### src/rtl/irq_vector_ctrl_if.sv
// irq_vector_ctrl_if: CPU-side handshake of the interrupt controller.
// The controller presents a vector; the CPU acknowledges and returns.
interface irq_vector_ctrl_if #(
   parameter int ADDR_W = 16,
   parameter int IDX_W  = 2
);
   logic              o_int_req;
   logic [ADDR_W-1:0] o_interrupt_address;
   logic [IDX_W-1:0]  o_int_id;
   logic              o_int_soft;
   logic              o_pc_set_enable;
   logic              o_recovery_enable;
   logic              i_ack;
   logic              i_iret;

   modport master (
      output o_int_req,
      output o_interrupt_address,
      output o_int_id,
      output o_int_soft,
      output o_pc_set_enable,
      output o_recovery_enable,
      input  i_ack,
      input  i_iret
   );

   modport slave (
      input  o_int_req,
      input  o_interrupt_address,
      input  o_int_id,
      input  o_int_soft,
      input  o_pc_set_enable,
      input  o_recovery_enable,
      output i_ack,
      output i_iret
   );
endinterface

### src/rtl/irq_vector_ctrl.sv
// irq_vector_ctrl: vectored interrupt controller, edge-detected channels,
// fixed or round-robin priority, one soft slot, no nesting.
module irq_vector_ctrl #(
   parameter int NUM_IRQ = 4,
   parameter int ADDR_W  = 16,
   parameter logic [ADDR_W-1:0] DEF_BASE  = 16'hFDA9,
   parameter logic [ADDR_W-1:0] DEF_STEP  = 16'h0256,
   parameter logic [ADDR_W-1:0] SOFT_BASE = 16'd29,
   localparam int IDX_W = (NUM_IRQ > 2) ? $clog2(NUM_IRQ) : 1
) (
   input  logic               clk,
   input  logic               n_rst,
   input  logic [NUM_IRQ-1:0] i_irq,
   input  logic               i_cfg_we,
   input  logic [1:0]         i_cfg_op,
   input  logic [IDX_W-1:0]   i_cfg_idx,
   input  logic [ADDR_W-1:0]  i_data_bus,
   input  logic               i_soft_req,
   input  logic [4:0]         i_soft_num,
   irq_vector_ctrl_if.master  cpu,
   output logic [NUM_IRQ-1:0] o_pending,
   output logic               o_busy
);

   typedef enum logic [1:0] {IDLE, REQ, SERVICE} state_t;

   localparam logic [IDX_W-1:0] LAST = IDX_W'(NUM_IRQ - 1);

   state_t              state_q;
   logic [NUM_IRQ-1:0]  irq_q;
   logic [NUM_IRQ-1:0]  pend_q;
   logic [NUM_IRQ-1:0]  mask_q;
   logic [NUM_IRQ-1:0]  edge_w;
   logic [NUM_IRQ-1:0]  elig_w;
   logic [NUM_IRQ-1:0]  hw_clr;
   logic                soft_pend_q;
   logic [4:0]          soft_num_q;
   logic                mode_q;
   logic [IDX_W-1:0]    rr_q;
   logic [ADDR_W-1:0]   vec_q [NUM_IRQ];
   logic [ADDR_W-1:0]   lat_vec_q;
   logic [IDX_W-1:0]    lat_id_q;
   logic                lat_soft_q;
   logic                req_q;
   logic [ADDR_W-1:0]   addr_q;
   logic                pc_q;
   logic                rec_q;
   logic                hw_any;
   logic [IDX_W-1:0]    hw_win;
   logic [IDX_W-1:0]    start_idx;
   logic                ack_fire;
   logic                iret_fire;
   logic                cfg_vec_ok;
   logic [ADDR_W-1:0]   soft_vec;

   function automatic logic [ADDR_W-1:0] def_vec(input int k);
      return ADDR_W'(DEF_BASE - ADDR_W'(k) * DEF_STEP);
   endfunction

   assign edge_w     = i_irq & ~irq_q;
   assign elig_w     = pend_q & mask_q;
   assign ack_fire   = (state_q == REQ) && req_q && cpu.i_ack;
   assign iret_fire  = (state_q == SERVICE) && cpu.i_iret;
   assign soft_vec   = SOFT_BASE + ADDR_W'(soft_num_q);
   assign cfg_vec_ok = {1'b0, i_cfg_idx} < (IDX_W + 1)'(NUM_IRQ);
   assign start_idx  = (mode_q && rr_q != LAST) ? rr_q + 1'b1 : '0;
   assign hw_clr     = (ack_fire && !lat_soft_q) ?
                       (NUM_IRQ'(1) << lat_id_q) : '0;

   // Pick the first eligible channel scanning upward from start_idx.
   always_comb begin
      hw_any = 1'b0;
      hw_win = '0;
      for (int i = 0; i < NUM_IRQ; i++) begin
         if (!hw_any && elig_w[(int'(start_idx) + i) % NUM_IRQ]) begin
            hw_any = 1'b1;
            hw_win = IDX_W'((int'(start_idx) + i) % NUM_IRQ);
         end
      end
   end

   // Edge detection, pending bits and the soft request slot.
   always_ff @(posedge clk or negedge n_rst) begin
      if (!n_rst) begin
         irq_q       <= '0;
         pend_q      <= '0;
         soft_pend_q <= 1'b0;
         soft_num_q  <= '0;
      end else begin
         irq_q  <= i_irq;
         pend_q <= (pend_q & ~hw_clr) | edge_w;
         if (ack_fire && lat_soft_q) begin
            soft_pend_q <= 1'b0;
         end else if (i_soft_req && !soft_pend_q) begin
            soft_pend_q <= 1'b1;
            soft_num_q  <= i_soft_num;
         end
      end
   end

   // Configuration registers and round-robin pointer.
   always_ff @(posedge clk or negedge n_rst) begin
      if (!n_rst) begin
         mask_q <= '1;
         mode_q <= 1'b0;
         rr_q   <= LAST;
         for (int k = 0; k < NUM_IRQ; k++) vec_q[k] <= def_vec(k);
      end else begin
         if (ack_fire && !lat_soft_q) rr_q <= lat_id_q;
         if (i_cfg_we) begin
            unique case (i_cfg_op)
               2'b00: mask_q <= i_data_bus[NUM_IRQ-1:0];
               2'b01: if (cfg_vec_ok) vec_q[i_cfg_idx] <= i_data_bus;
               2'b10: for (int k = 0; k < NUM_IRQ; k++) vec_q[k] <= def_vec(k);
               2'b11: if (i_data_bus[0] != mode_q) begin
                  mode_q <= i_data_bus[0];
                  rr_q   <= LAST;
               end
            endcase
         end
      end
   end

   // Service FSM with registered handshake outputs.
   always_ff @(posedge clk or negedge n_rst) begin
      if (!n_rst) begin
         state_q    <= IDLE;
         lat_vec_q  <= '0;
         lat_id_q   <= '0;
         lat_soft_q <= 1'b0;
         req_q      <= 1'b0;
         addr_q     <= '0;
         pc_q       <= 1'b0;
         rec_q      <= 1'b0;
      end else begin
         pc_q  <= 1'b0;
         rec_q <= 1'b0;
         unique case (state_q)
            IDLE: begin
               if (hw_any || soft_pend_q) begin
                  lat_vec_q  <= hw_any ? vec_q[hw_win] : soft_vec;
                  lat_id_q   <= hw_any ? hw_win : '0;
                  lat_soft_q <= !hw_any;
                  state_q    <= REQ;
               end
            end
            REQ: begin
               if (ack_fire) begin
                  req_q   <= 1'b0;
                  addr_q  <= '0;
                  pc_q    <= 1'b1;
                  state_q <= SERVICE;
               end else begin
                  req_q  <= 1'b1;
                  addr_q <= lat_vec_q;
               end
            end
            SERVICE: begin
               if (iret_fire) begin
                  rec_q   <= 1'b1;
                  state_q <= IDLE;
               end
            end
            default: state_q <= IDLE;
         endcase
      end
   end

   assign cpu.o_int_req           = req_q;
   assign cpu.o_interrupt_address = addr_q;
   assign cpu.o_int_id            = lat_id_q;
   assign cpu.o_int_soft          = lat_soft_q;
   assign cpu.o_pc_set_enable     = pc_q;
   assign cpu.o_recovery_enable   = rec_q;
   assign o_pending               = pend_q;
   assign o_busy                  = (state_q != IDLE);

endmodule

### src/flat_wrapper.sv
// flat-port wrapper written by rule: the top's interface ports become plain ports
module irq_vector_ctrl_flat 
#(
   parameter int NUM_IRQ = 4,
   parameter int ADDR_W  = 16,
   parameter logic [ADDR_W-1:0] DEF_BASE  = 16'hFDA9,
   parameter logic [ADDR_W-1:0] DEF_STEP  = 16'h0256,
   parameter logic [ADDR_W-1:0] SOFT_BASE = 16'd29,
   localparam int IDX_W = (NUM_IRQ > 2) ? $clog2(NUM_IRQ) : 1
)
  (clk, n_rst, i_irq, i_cfg_we, i_cfg_op, i_cfg_idx, i_data_bus, i_soft_req, i_soft_num, o_pending, o_busy, cpu_o_int_req, cpu_o_interrupt_address, cpu_o_int_id, cpu_o_int_soft, cpu_o_pc_set_enable, cpu_o_recovery_enable, cpu_i_ack, cpu_i_iret);
  irq_vector_ctrl_if #(.ADDR_W(ADDR_W)) cpu_i ();
  input  logic clk;
  input  logic n_rst;
  input  logic [NUM_IRQ-1:0] i_irq;
  input  logic i_cfg_we;
  input  logic [1:0] i_cfg_op;
  input  logic [IDX_W-1:0] i_cfg_idx;
  input  logic [ADDR_W-1:0] i_data_bus;
  input  logic i_soft_req;
  input  logic [4:0] i_soft_num;
  output logic [NUM_IRQ-1:0] o_pending;
  output logic o_busy;
  output wire logic [$bits(cpu_i.o_int_req)-1:0] cpu_o_int_req;
  output wire logic [$bits(cpu_i.o_interrupt_address)-1:0] cpu_o_interrupt_address;
  output wire logic [$bits(cpu_i.o_int_id)-1:0] cpu_o_int_id;
  output wire logic [$bits(cpu_i.o_int_soft)-1:0] cpu_o_int_soft;
  output wire logic [$bits(cpu_i.o_pc_set_enable)-1:0] cpu_o_pc_set_enable;
  output wire logic [$bits(cpu_i.o_recovery_enable)-1:0] cpu_o_recovery_enable;
  input wire logic [$bits(cpu_i.i_ack)-1:0] cpu_i_ack;
  input wire logic [$bits(cpu_i.i_iret)-1:0] cpu_i_iret;
  assign cpu_o_int_req = cpu_i.o_int_req;
  assign cpu_o_interrupt_address = cpu_i.o_interrupt_address;
  assign cpu_o_int_id = cpu_i.o_int_id;
  assign cpu_o_int_soft = cpu_i.o_int_soft;
  assign cpu_o_pc_set_enable = cpu_i.o_pc_set_enable;
  assign cpu_o_recovery_enable = cpu_i.o_recovery_enable;
  assign cpu_i.i_ack = cpu_i_ack;
  assign cpu_i.i_iret = cpu_i_iret;
  irq_vector_ctrl #(.NUM_IRQ(NUM_IRQ), .ADDR_W(ADDR_W), .DEF_BASE(DEF_BASE), .DEF_STEP(DEF_STEP), .SOFT_BASE(SOFT_BASE)) u_core (.clk(clk), .n_rst(n_rst), .i_irq(i_irq), .i_cfg_we(i_cfg_we), .i_cfg_op(i_cfg_op), .i_cfg_idx(i_cfg_idx), .i_data_bus(i_data_bus), .i_soft_req(i_soft_req), .i_soft_num(i_soft_num), .cpu(cpu_i), .o_pending(o_pending), .o_busy(o_busy));
endmodule
### config.mk
export PLATFORM = sky130hd
export DESIGN_NAME = irq_vector_ctrl_flat
export DESIGN_NICKNAME = d
export VERILOG_FILES = /design/src/rtl/irq_vector_ctrl_if.sv /design/src/rtl/irq_vector_ctrl.sv /design/src/flat_wrapper.sv
export SDC_FILE = /design/constraint.sdc
export NUM_CORES = 1
export LEC_CHECK = 0
export BUFFER_PORTS_ARGS = -buffer_cell sky130_fd_sc_hd__buf_2
export CORE_ASPECT_RATIO = 0.9
export CORE_UTILIZATION = 31
export CTS_BUF_LIST = sky130_fd_sc_hd__clkbuf_8
export DETAILED_ROUTE_END_ITERATION = 7
export PLACE_DENSITY = 0.45
export SETUP_SLACK_MARGIN = 0.05
export SLEW_MARGIN = 40
export SYNTH_ARGS = -nofsm -noshare
export SYNTH_HDL_FRONTEND = slang
export SYNTH_SLANG_ARGS = --single-unit
### constraint.sdc
create_clock -name clk -period 3.9 [get_ports clk]
set_clock_uncertainty 0.05 [all_clocks]
set_input_delay 0 -clock clk [delete_from_list [all_inputs] [get_ports clk]]
set_output_delay 0 -clock clk [all_outputs]
set_load 0.02 [all_outputs]
* Word level (Yosys, flattened, before mapping) *
Index checks and enable logic that the tools add are counted.

cells by class
  shift operators = 1
  add/sub/neg operators = 5
  reductions and logical operators = 32
  magnitude comparators = 7
  multiplexer cells = 46
  bitwise logic cells = 12
  equality and inequality tests = 10

operators with widths
  cell                                                                  number
  64-bit one-hot mux with 2 select lines                                1
  16-bit 2-to-1 mux                                                     5
  64-bit bitwise mux                                                    1
  16-bit binary-select mux with 2-bit select                            1
  16-bit demux with 2-bit select                                        1
  2-bit 2-to-1 mux                                                      13
  1-bit 2-to-1 mux                                                      18
  4-bit AND                                                             3
  3-bit by 4-bit < comparator with 1-bit output, second input constant  3
  1-bit logical AND                                                     11
  1-bit binary-select mux with 2-bit select                             4
  4-bit inverter                                                        2
  2-bit AND reduction                                                   4
  5-bit by 5-bit adder with 6-bit output, first input constant          1
  2-bit == test, second input constant                                  3
  3-bit >= comparator, second input constant                            2
  1-bit zero test                                                       6
  2-bit by 1-bit != test with 1-bit output, second input constant       3
  2-bit inverter with 3-bit output                                      2
  2-bit one-hot mux with 3 select lines                                 1
  3-bit AND reduction                                                   2
  2-bit nonzero test                                                    3
  2-bit OR reduction                                                    3
  2-bit by 1-bit adder with 2-bit output, second input constant         2
  13 further kinds                                                      18

storage, ports and cells
  logic and storage cells = 132
  register bits = 125
  output and inout bits = 27
  input bits = 35

* Depth between registers and ports, before layout *
  word-level depth = 22
  mapped depth = 10
  mapped depth without buffers = 8

* Worst setup path after synthesis *
OpenSTA, ideal clock, no wires.

  path type = reg2reg
  start point = register u_core.rr_q[0]
  end point = register u_core.lat_vec_q[10]
  path buffers = 1
  cell stages (with the launch flop) = 10
  data arrival time = 2.454 ns
  path slack = 1.316 ns
  required time = 3.770 ns
  period minus slack after synthesis = 2.584 ns
  setup time = 0.080 ns
  path through = dfstp_2 > ha_1 > xnor2_1 > a21oi_1 > o21ai_4 > nand4_4 > a21oi_4 > buf_8 > mux2_4 > o211ai_2

on the way
  word-level cells in the longest chain between the ends = 20
  elaborated cells on any way between the ends = 39
  those cells by class = 4 x add/sub; 1 x eq/ne; 24 x mux; 1 x bitwise; 9 x reduce/logical

ends and longest elaborated chain
  what                                                                                                        RTL line                                      RTL
  from (decl)                                                                                                 irq_vector_ctrl.sv:39                         logic [IDX_W-1:0] rr_q;
  from (signal assigned)                                                                                      irq_vector_ctrl.sv:109                        if (ack_fire && !lat_soft_q) rr_q <= lat_id_q;
  parallel branches: the longest is 2 deep, another holds 2-bit by 1-bit adder with 2-bit output              n/a
  2-bit 2-to-1 mux (*)                                                                                        irq_vector_ctrl.sv:66                         assign start_idx = (mode_q && rr_q != LAST) ? rr_q + 1'b1 : '0;
  2-bit by 1-bit adder with 2-bit output / 1-bit binary-select mux with 2-bit select (equally long branches)  irq_vector_ctrl.sv:75, irq_vector_ctrl.sv:77
  1-bit binary-select mux with 2-bit select / 1-bit 2-to-1 mux (equally long branches)                        irq_vector_ctrl.sv:75                         if (!hw_any && elig_w[(int'(start_idx) + i) % NUM_IRQ]) begin
  1-bit 2-to-1 mux (not written as such)                                                                      irq_vector_ctrl.sv:75
  1-bit 2-to-1 mux (not written as such) / 1-bit zero test (equally long branches)                            irq_vector_ctrl.sv:75
  1-bit logical AND                                                                                           irq_vector_ctrl.sv:75
  1-bit 2-to-1 mux                                                                                            irq_vector_ctrl.sv:75
  [... 2 more ...]                                                                                            n/a
  1-bit 2-to-1 mux                                                                                            irq_vector_ctrl.sv:75
  1-bit zero test                                                                                             irq_vector_ctrl.sv:75
  1-bit logical AND                                                                                           irq_vector_ctrl.sv:75
  2-bit 2-to-1 mux                                                                                            irq_vector_ctrl.sv:75
  2-bit inverter with 3-bit output (not written as such)                                                      irq_vector_ctrl.sv:141                        lat_vec_q <= hw_any ? vec_q[hw_win] : soft_vec;
  16-bit binary-select mux with 2-bit select                                                                  irq_vector_ctrl.sv:141
  16-bit 2-to-1 mux (not written as such) (2 in a row)                                                        irq_vector_ctrl.sv:141
  16-bit 2-to-1 mux                                                                                           irq_vector_ctrl.sv:141
  to (signal assigned)                                                                                        irq_vector_ctrl.sv:141
  to (decl)                                                                                                   irq_vector_ctrl.sv:41                         logic [ADDR_W-1:0] lat_vec_q;

Mark *: on every way between the ends. The select of a mux whose other input is x is not followed.
A chain may end at the register's enable or synchronous reset.

* Worst setup path after layout *
  start point = register u_core.rr_q[0]
  end point = register u_core.lat_vec_q[6]

The elaborated chain is that of the path after synthesis.

==> impl_metrics.toml <==
[status]
status = "complete, but fails checks"
violations = "DRC"

[layout]
n_antenna_cell = 0
synthToLayoutAreaGrowth_pct = 23.0
num-fill-cells = 1810
drive_gt1_share_pct = 31.9
final_util_pct = 38.8
nets = 647

[floorplanning]
fp.dieArea_sq_mm = 0.0193
die_h_microns = 132
core_sq_mm = 0.0184
die_w_microns = 146
io_pins = 62
initial_core_util_pct = 31.6
placementRows = 47

[clock_tree]
clockBufferDepth = 2
ctsHoldBuffers = 33
htree_levels = 4
clk_latency_ns = 0.44
cts_buffers = 17
cts.sinks = 125
clock-root-buffer = "clkbuf_8"
post_cts_buffers = 0
clk_pin_slew_ns = 0.08
cts_tree = "yes"
post_cts_resize_count = 0

[power_and_ir_drop]
power.share.switching_pct = 38.0
p_leak_nw = 3.17
powerDensity_mw_per_mm2 = 790
seq_power_share_pct = 36.0
p_int_w = 0.00350
pwr-share-comb_pct = 42.2
peakVddDrop_mv = 0.231
p_sw_w = 0.00215
clkPwrFrac_pct = 21.7

[yosys]
avgSynthCellArea_sq_um = 11.4
ys_seq_area_share_pct = 54.9
async_reset_ff_share_pct = 100
synth_top_area_share_pct = 31.8
mappedNetlistArea_sq_mm = 0.00582
synth_compound_gate_area_share_pct = 21.2
synthSimpleGateAreaFrac_pct = 12.0
synthMostInstantiatedCell = "dfrtp_1"
synth-seq-cells = 125
netlist.top_cell.by_area = "dfrtp_1"
synthXorXnorAreaFrac_pct = 0.753
synthCells = 511
synth.area.top_cells = "dfrtp_1 (32%), dfstp_2 (23%), a22o_1 (5.1%), o22a_1 (3.9%), nand2_1 (3.7%)"
synth_edf_count = 0
yosysUniqueCellTypes = 65
synth.area.mux_share_pct = 7.19
synthTopCellsByCount = "dfrtp_1 (74), nand2_1 (57), dfstp_2 (51)"
syn_nets = 551
synth_top_family_by_area = "compound AO/OA/AOI/OAI gates"
synth_adder_area_share_pct = 1.08
synth_ff_type = "dfrtp_1"
yosys_warnings = 0

[route]
vias_per_cell = 5.07
wire_per_inst_microns = 18.1
num_vias = 4388
drc = 2
drt-initial-drc-count = 235
dr.pass1.iters = 6
ant_nets = 0
routed_wl_microns = 15700

[critical_path]
cpPeakStageDelay_ns = 0.60
critPathCaptureType = "flip-flop"
critPathKind = "reg2reg"
cp.arrival_ns = 3.52
startpoint_type = "flip-flop"
worstPathRequired_ns = 4.20
crit_fanout = 13
crit_slowest_cell = "dfstp_2"
worstPathCellList = "ha_1, xnor2_1, a21oi_1, o21ai_4, nand4_4, a21oi_4, buf_12, mux2_2, o211ai_1"

[place]
hpwl_microns = 11000
port_buffers = 61
place_congestion = 0.801

[sta]
fin_tns_setup_ns = 0
slew_headroom_pct = 51.3
max_freq_mhz = 311
rsz0062_at_grt = "false"
drv_slew = 0
setup_viol = 0
period_needed_ns = 3.22
hold_violations = 0
worstMarginPinSlew_ns = 0.730
period_share_pct = 82.5

[global_route]
grt_pass1_wl_microns = 25100
grt_pass1_vias = 4408
grt_antenna_before_repair = 0
grtUsageTotal_pct = 17.2
grt_start_max_net_pins = 66
overflow = 0

[job]
cap_violations = 0

[min_path]
min_path_type = "in2async"
==> sequential cells by signal, summed over array words and instances, names as in the netlist, 2 cells and up <==
register,cells
u_core.vec_q,64
u_core.cpu.o_interrupt_address,16
u_core.mask_q,4
u_core.cpu.o_int_id,2
u_core.state_q,2
u_core.rr_q,2
u_core.lat_vec_q,16
u_core.o_pending,4
u_core.irq_q,4
u_core.soft_num_q,5
==> placed cells by master, fill, tap and decap left out, types with 7 or more instances in the layout <==
master,instances
dfrtp_1,74
buf_2,60
nand2_1,57
dfstp_2,51
o21ai_0,34
a22o_1,34
dlygate4sd3_1,33
nor2_1,27
o22a_1,26
a21oi_1,21
inv_1,19
clkbuf_8,18
mux2i_1,14
mux2_2,13
o211ai_2,9
nand3_1,8
mux2_4,8
nor3_1,7
a211oi_1,7
==> critical path: cells and delay by family (launching register included) <==
family	cells	cell delay, ns
multiplexers	1	0.35
XOR/XNOR	1	0.31
AO/OA/AOI/OAI	4	1.08
AND/OR/NAND/NOR	1	0.19
adder cells (fa/ha/maj)	1	0.31
buffers and inverters	1	0.24
flip-flops	1	0.60
==> cells by family after synthesis <==
logic type / count (synthesis)
simple gates: 139
fa+ha+maj: 5
compound gates: 161
xor+xnor: 5
buf+inv: 40
mux: 36
flops: 125
==> metrics by stage <==
step	total power, W	cell area, sq um	hold WS [ns]	cells	setup WS (ns)
6_report	0.00565	7150	0.0514	865	0.682
3_3_place_gp	0.00438	6380	0.0723	800	0.780
3_5_place_dp	0.00443	6400	-0.00301	800	0.733
4_1_cts	0.00572	7150	0.0476	865	0.714
5_1_grt	0.00603	7150	0.0520	865	0.511
2_1_floorplan	0.00378	5820	-0.346	511	1.32
==> power groups by stage <==
stage	Sequential (W)	Combinational, W	Clock, W
global route	0.00209	0.00262	0.00132
global placement	0.00205	0.00233	0
floorplan	0.00209	0.00170	0
finish	0.00204	0.00239	0.00123
detailed placement	0.00206	0.00237	0
CTS	0.00204	0.00241	0.00127
==> per-layer routing <==
layer | GRT usage, % | wire, microns | vias up
met5 | 0 | 0 | -
met4 | 5.56 | 132 | 0
met3 | 3.43 | 653 | 9
met2 | 24.5 | 6750 | 106
met1 | 25.9 | 8150 | 2201
li1 | - | - | 2072
==> worst paths after layout <==
check / from / end / slack, ns / cells after the start
min reg2reg: u_core.irq_q[2] / u_core.o_pending[2] / 0.37 / 1
min: n_rst / u_core.cpu.o_interrupt_address[14] / 0.05 / 2
max reg2reg: u_core.rr_q[0] / u_core.lat_vec_q[6] / 0.68 / 9
min in group clk: i_cfg_op[1] / u_core.rr_q[1] / 0.06 / 4
max: u_core.rr_q[0] / u_core.lat_vec_q[6] / 0.68 / 9
max in group asynchronous: n_rst / u_core.vec_q[48] / 2.80 / 3
==> final cells by class <==
| type | count | area [sq um] | share of cell area [%] |
|---|---|---|---|
| clock buffers | 18 | 248 | 3.46 |
| clock inverters | 14 | 176 | 2.47 |
| inverters | 16 | 60.1 | 0.840 |
| well taps | 245 | 307 | 4.29 |
| multi-input cells | 346 | 2460 | 34.4 |
| repair buffers | 101 | 707 | 9.89 |
| flip-flops and latches | 125 | 3190 | 44.6 |
Power figures use the tool's default switching activity.
